File: src/rtl/arb_pkg.sv
// Shared definitions for the eight-requester arbiter.
//   N_REQ       : number of requesters
//   ID_W        : width of a requester index
//   arb_state_e : arbiter FSM states
//   onehot()    : index -> one-hot grant vector
package arb_pkg;

  localparam int unsigned N_REQ = 8;
  localparam int unsigned ID_W  = 3;

  typedef enum logic [0:0] {
    IDLE,
    BUSY
  } arb_state_e;

  function automatic logic [N_REQ-1:0] onehot(input logic [ID_W-1:0] idx);
    return N_REQ'(1) << idx;
  endfunction

endpackage

File: src/rtl/rot_priority_sel.sv
// Combinational rotating-priority winner select.
// Search order is last-1, last-2, ... wrapping modulo 8, so index `last`
// itself is searched last. With last = 0 this is plain highest-index priority.
//   req    : request vector
//   last   : previous owner (priority pointer)
//   winner : index of the selected requester (0 when none)
//   any    : at least one request is set
module rot_priority_sel
  import arb_pkg::*;
(
  input  logic [N_REQ-1:0] req,
  input  logic [ID_W-1:0]  last,
  output logic [ID_W-1:0]  winner,
  output logic             any
);

  logic [N_REQ-1:0] rot;
  logic [ID_W-1:0]  rot_idx;

  // rot[j] = req[j + last]; the 3-bit add wraps modulo 8.
  always_comb begin
    rot = '0;
    for (int j = 0; j < N_REQ; j++) begin
      rot[j] = req[ID_W'(j) + last];
    end
  end

  // Descending priority encode: the highest set rotated bit wins, which maps
  // back to last-1 (rot[7]), then last-2, and so on.
  always_comb begin
    rot_idx = '0;
    for (int j = 0; j < N_REQ; j++) begin
      if (rot[j]) begin
        rot_idx = ID_W'(j);
      end
    end
  end

  assign winner = rot_idx + last;
  assign any    = |req;

endmodule

File: src/rtl/req_arbiter8.sv
// Eight-requester arbiter for one shared resource.
// Grants exactly one requester, holds the grant while the owner keeps
// requesting (optionally bounded by MAX_HOLD), and always inserts one idle
// arbitration cycle between ownerships. All outputs are registered.
//
// Build option ARB_ROUND_ROBIN_EN: when defined, priority rotates so the
// just-released owner ranks lowest; when undefined, fixed priority with
// index 7 highest and no pointer register.
//
// Parameters:
//   MAX_HOLD     : max consecutive granted cycles per ownership, 0 = unlimited
// Ports:
//   clk          : rising-edge clock
//   reset_n      : asynchronous active-low reset
//   req          : request vector, bit i = requester i
//   gnt          : one-hot grant, zero when idle
//   gnt_id       : index of current owner, 0 when idle
//   gnt_valid    : any grant active
//   hold_expired : one-cycle pulse on a MAX_HOLD forced release
module req_arbiter8
  import arb_pkg::*;
#(
  parameter int unsigned MAX_HOLD = 0
) (
  input  logic             clk,
  input  logic             reset_n,
  input  logic [N_REQ-1:0] req,
  output logic [N_REQ-1:0] gnt,
  output logic [ID_W-1:0]  gnt_id,
  output logic             gnt_valid,
  output logic             hold_expired
);

  localparam int unsigned CntW = (MAX_HOLD == 0) ? 1 : $clog2(MAX_HOLD + 1);

  arb_state_e       state_q, state_d;
  logic [N_REQ-1:0] gnt_q, gnt_d;
  logic [ID_W-1:0]  id_q, id_d;
  logic             valid_q, valid_d;
  logic             expired_q, expired_d;
  logic [CntW-1:0]  cnt_q, cnt_d;

  logic [ID_W-1:0]  sel_last;
  logic [ID_W-1:0]  winner;
  logic             any_req;
  logic             owner_req;
  logic             limit_hit;

`ifdef ARB_ROUND_ROBIN_EN
  logic [ID_W-1:0]  last_q, last_d;
  assign sel_last = last_q;
`else
  assign sel_last = '0;
`endif

  rot_priority_sel u_sel (
    .req    (req),
    .last   (sel_last),
    .winner (winner),
    .any    (any_req)
  );

  assign owner_req = req[id_q];
  assign limit_hit = (MAX_HOLD != 0) && (cnt_q == CntW'(MAX_HOLD));

  always_comb begin
    state_d   = state_q;
    gnt_d     = gnt_q;
    id_d      = id_q;
    valid_d   = valid_q;
    expired_d = 1'b0;
    cnt_d     = cnt_q;
`ifdef ARB_ROUND_ROBIN_EN
    last_d    = last_q;
`endif
    case (state_q)
      IDLE: begin
        if (any_req) begin
          gnt_d   = onehot(winner);
          id_d    = winner;
          valid_d = 1'b1;
          cnt_d   = CntW'(1);
          state_d = BUSY;
        end
      end
      BUSY: begin
        if (!owner_req || limit_hit) begin
          gnt_d     = '0;
          id_d      = '0;
          valid_d   = 1'b0;
          cnt_d     = '0;
          state_d   = IDLE;
          // A simultaneous drop at the limit is an ordinary release.
          expired_d = owner_req;
`ifdef ARB_ROUND_ROBIN_EN
          last_d    = id_q;
`endif
        end else if (cnt_q != {CntW{1'b1}}) begin
          cnt_d = cnt_q + 1'b1;
        end
      end
      default: begin
        state_d = IDLE;
      end
    endcase
  end

  always_ff @(posedge clk or negedge reset_n) begin
    if (!reset_n) begin
      state_q   <= IDLE;
      gnt_q     <= '0;
      id_q      <= '0;
      valid_q   <= 1'b0;
      expired_q <= 1'b0;
      cnt_q     <= '0;
    end else begin
      state_q   <= state_d;
      gnt_q     <= gnt_d;
      id_q      <= id_d;
      valid_q   <= valid_d;
      expired_q <= expired_d;
      cnt_q     <= cnt_d;
    end
  end

`ifdef ARB_ROUND_ROBIN_EN
  always_ff @(posedge clk or negedge reset_n) begin
    if (!reset_n) begin
      last_q <= '0;
    end else begin
      last_q <= last_d;
    end
  end
`endif

  assign gnt          = gnt_q;
  assign gnt_id       = id_q;
  assign gnt_valid    = valid_q;
  assign hold_expired = expired_q;

endmodule

File: config.mk
export PLATFORM = sky130hd
export DESIGN_NAME = req_arbiter8
export DESIGN_NICKNAME = d
export VERILOG_FILES = /design/src/rtl/arb_pkg.sv /design/src/rtl/rot_priority_sel.sv /design/src/rtl/req_arbiter8.sv
export SDC_FILE = /design/constraint.sdc
export NUM_CORES = 1
export LEC_CHECK = 0
export ABC_CLOCK_PERIOD_IN_PS = 2360
export CORE_ASPECT_RATIO = 0.75
export CORE_MARGIN = 1
export CORE_UTILIZATION = 40
export CTS_CLUSTER_DIAMETER = 30
export DETAILED_ROUTE_END_ITERATION = 10
export HOLD_SLACK_MARGIN = 0.08
export PLACE_DENSITY = 0.7
export SETUP_SLACK_MARGIN = 0.4
export SLEW_MARGIN = 20
export SYNTH_ARGS = -nofsm -noshare
export SYNTH_HDL_FRONTEND = slang
export SYNTH_HIERARCHICAL = 1
export SYNTH_SLANG_ARGS = --single-unit
File: constraint.sdc
create_clock -name clk -period 2.36 [get_ports clk]
set_input_delay 0.708 -clock clk [delete_from_list [all_inputs] [get_ports clk]]
set_output_delay 0.708 -clock clk [all_outputs]
set_load 0.01 [all_outputs]
==> flow_summary.toml <==
[synth]
synthAdderAreaFrac_pct = 4.37
ys.flop_type = "dfrtp_1"
synthXorXnorAreaFrac_pct = 3.33
synth_top_family_by_area = "multiplexers"
avgSynthCellArea_um2 = 10.9
synth_seq_cells = 13
yosys_warnings = 6
synthCells = 121
synth_edf_count = 0
ys_types = 41
async_flop_share_pct = 100
synthMuxAreaShare_pct = 32.4
synth_compound_gate_area_share_pct = 14.4
seq_area_frac_synth_pct = 24.7
synth-simple-area-share_pct = 10.6
synthesis.area_mm2 = 0.00132

[floorplanning]
die_h_um = 51.7
coreArea_mm2 = 0.00304
num_rows = 17
dieArea_mm2 = 0.00353
io_pins = 23
start_util_pct = 43.3
die_w_um = 68.2

[worst_setup_path]
required_ns = 2.48
crit_type = "in2reg"
end_kind = "flop"
rrSetupSlack_ns = 0.41
crit_path_start_kind = "input port"
critical_path_arrival_ns = 2.74
critPathMaxFanout = 6

[placed_design]
dpl.cell_count = 201
place_congestion = 0.891
dpl_worst_slack_ns = -0.921
placed_area_mm2 = 0.00169
dp_hpwl_um = 2470
port_buffers = 21

[global_routing]
grt_pass1_vias = 1195
use_met2_pct = 35.3
grt_use_met3_pct = 3.95
grt_pass1_wl_um = 5750
grt_use_met1_pct = 30.9
busiest_layer = "met2"
grt_overflow = 0
antenna_found_initial = 0
grt_max_degree = 14
grt_usage_pct = 22.2

[pwr]
internal_power_uw = 875
ir_worst_vdd_mv = 0.605
cellLeakagePower_nw = 0.788
switching_share_pct = 39.7
p_clk_share_pct = 13.8
powerDensity_mw_per_mm2 = 771
p_switching_uw = 575
power_frac_comb_pct = 59.6
seq_power_share_pct = 26.5

[layout]
mostFrequentLayoutCells = "buf_4, clkdlybuf4s50_1, dfrtp_1"
fillers = 242
final_cells = 210
postLayoutCoreUtil_pct = 61.9
mostFrequentLayoutCell = "buf_4"
antennaDiodeCount = 0
stdcell_area_mm2 = 0.00188
fin_nets = 187
area_growth_pct = 43.0
layout-drive-gt1-share_pct = 42.4

[status]
status = "finished with violations"
failed_checks = "setup timing"

[route]
routedWlPerCell_um = 16.5
drc_errors = 0
num_vias = 1170
vias_per_cell = 5.57
drt-pass1-iter-count = 4
drt_wl_total_um = 3470
drtIter0Drc = 36
postRouteAntennaNets = 0

[clock_network]
clk_latency_ns = 0.24
path_clk_slew_ns = 0.05
htreeDepth = 1
max-clock-path-buffers = 2
cts_hold_buf = 0
cts_tree = "yes"
clock_sinks = 13
numCtsBuffers = 3
root_buffer = "clkbuf_8"

[sta]
worst_pin_slew_ns = 0.575
drv_slew = 0
hold_viol = 0
relSlewSlack_pct = 61.5
finalCritPeriodShare_pct = 111
final-setup-viol-count = 10
skew_ns = 0.00252
fin_crit_ns = 2.63
maxClockFrequency_mhz = 381
rsz0062_at_grt = "yes"
whs_ns = 0.533
layout_setup_ws_ns = -0.265

[worst_hold_path]
hp-class = "reg2reg"

[flow_run]
cap_violations = 0
[final timing paths]
check	start	end	depth (start not counted)
worst max-delay path	req[7]	gnt_id[1]$_DFFE_PN0P_	7
worst min-delay path	gnt[0]$_DFFE_PN0P_	gnt[0]$_DFFE_PN0P_	2
worst max register to register	gnt_id[0]$_DFFE_PN0P_	gnt[7]$_DFFE_PN0P_	4
worst min register to register	gnt[0]$_DFFE_PN0P_	gnt[0]$_DFFE_PN0P_	2
max in group asynchronous	reset_n	state_q$_DFF_PN0_	1
min in group asynchronous	reset_n	gnt[7]$_DFFE_PN0P_	1
[metrics by stage]
stage / TNS [ns] / total power [mW]
CTS: -2.12 / 1.41
global route: -3.03 / 1.55
global placement: -8.45 / 1.07
finish: -2.29 / 1.45
floorplan: -7.80 / 0.809
detailed placement: -9.34 / 1.09
[layout make-up]
cell class / count / area [um^2] / area share, %
well taps: 38 / 47.5 / 2.53
repair buffers: 47 / 415 / 22.1
flip-flops and latches: 13 / 325 / 17.3
inverters: 14 / 55.1 / 2.93
multi-input cells: 94 / 993 / 52.8
clock buffers: 4 / 45.0 / 2.39
[synthesized netlist by cell type (all sizes together), types with 2 or more instances]
cell	n	share of area, %
nor2	4	1.3
nand3	6	2.3
o32ai	4	2.7
xnor2	3	2.0
o22ai	2	0.95
buf	7	4.8
nor2b	2	1.1
a21oi	3	1.4
mux2	4	3.7
a22oi	2	1.1
dfrtp	13	25
mux2i	13	9.9
o21ai	7	2.7
xor2	2	1.3
nand2	5	1.4
inv	14	4.0
mux4	10	19
nor4	2	0.95
ha	3	2.9
[per-layer routing]
| layer | vias to the layer above | routed length, um | part of all wire, % |
|---|---|---|---|
| li1 | 547 | - | - |
| met1 | 585 | 1600 | 46 |
| met2 | 30 | 1690 | 49 |
| met3 | 8 | 123 | 3.5 |
| met4 | 0 | 62 | 1.8 |
| met5 | - | 0 | 0 |
[cell families after synthesis]
kind of cell	count (synthesis)
fa+ha+maj	4
flops	13
buf+inv	22
xor+xnor	5
other cells	1
compound gates	24
simple gates	25
mux	27
[registers in the layout (all words and copies together), names as in the netlist]
name and flops:
gnt_valid 1, gnt 8, gnt_id 3, state_q 1
[power groups by stage]
stage | combinational [mW] | sequential [mW] | clock (mW)
after CTS | 0.821 | 0.384 | 0.207
after detailed placement | 0.694 | 0.393 | 0
after floorplan | 0.431 | 0.378 | 0
after global placement | 0.683 | 0.386 | 0
after global routing | 0.930 | 0.396 | 0.222
final | 0.865 | 0.385 | 0.201
[critical path, stage by stage]
cell and delay [ns]:
buf_6 0.09, mux4_2 0.48, or4_4 0.52, o21a_1 0.14
fa_2 0.53, mux2i_1 0.18, o22ai_1 0.09
[what timing repair did]
action	in CTS	in global routing
setup endpoints to repair	16	13
pin swaps	16	6
endpoints found under the hold margin	0	0
buffers inserted	3	2
gates resized for setup	57	4
Power figures use the tool's default switching activity.
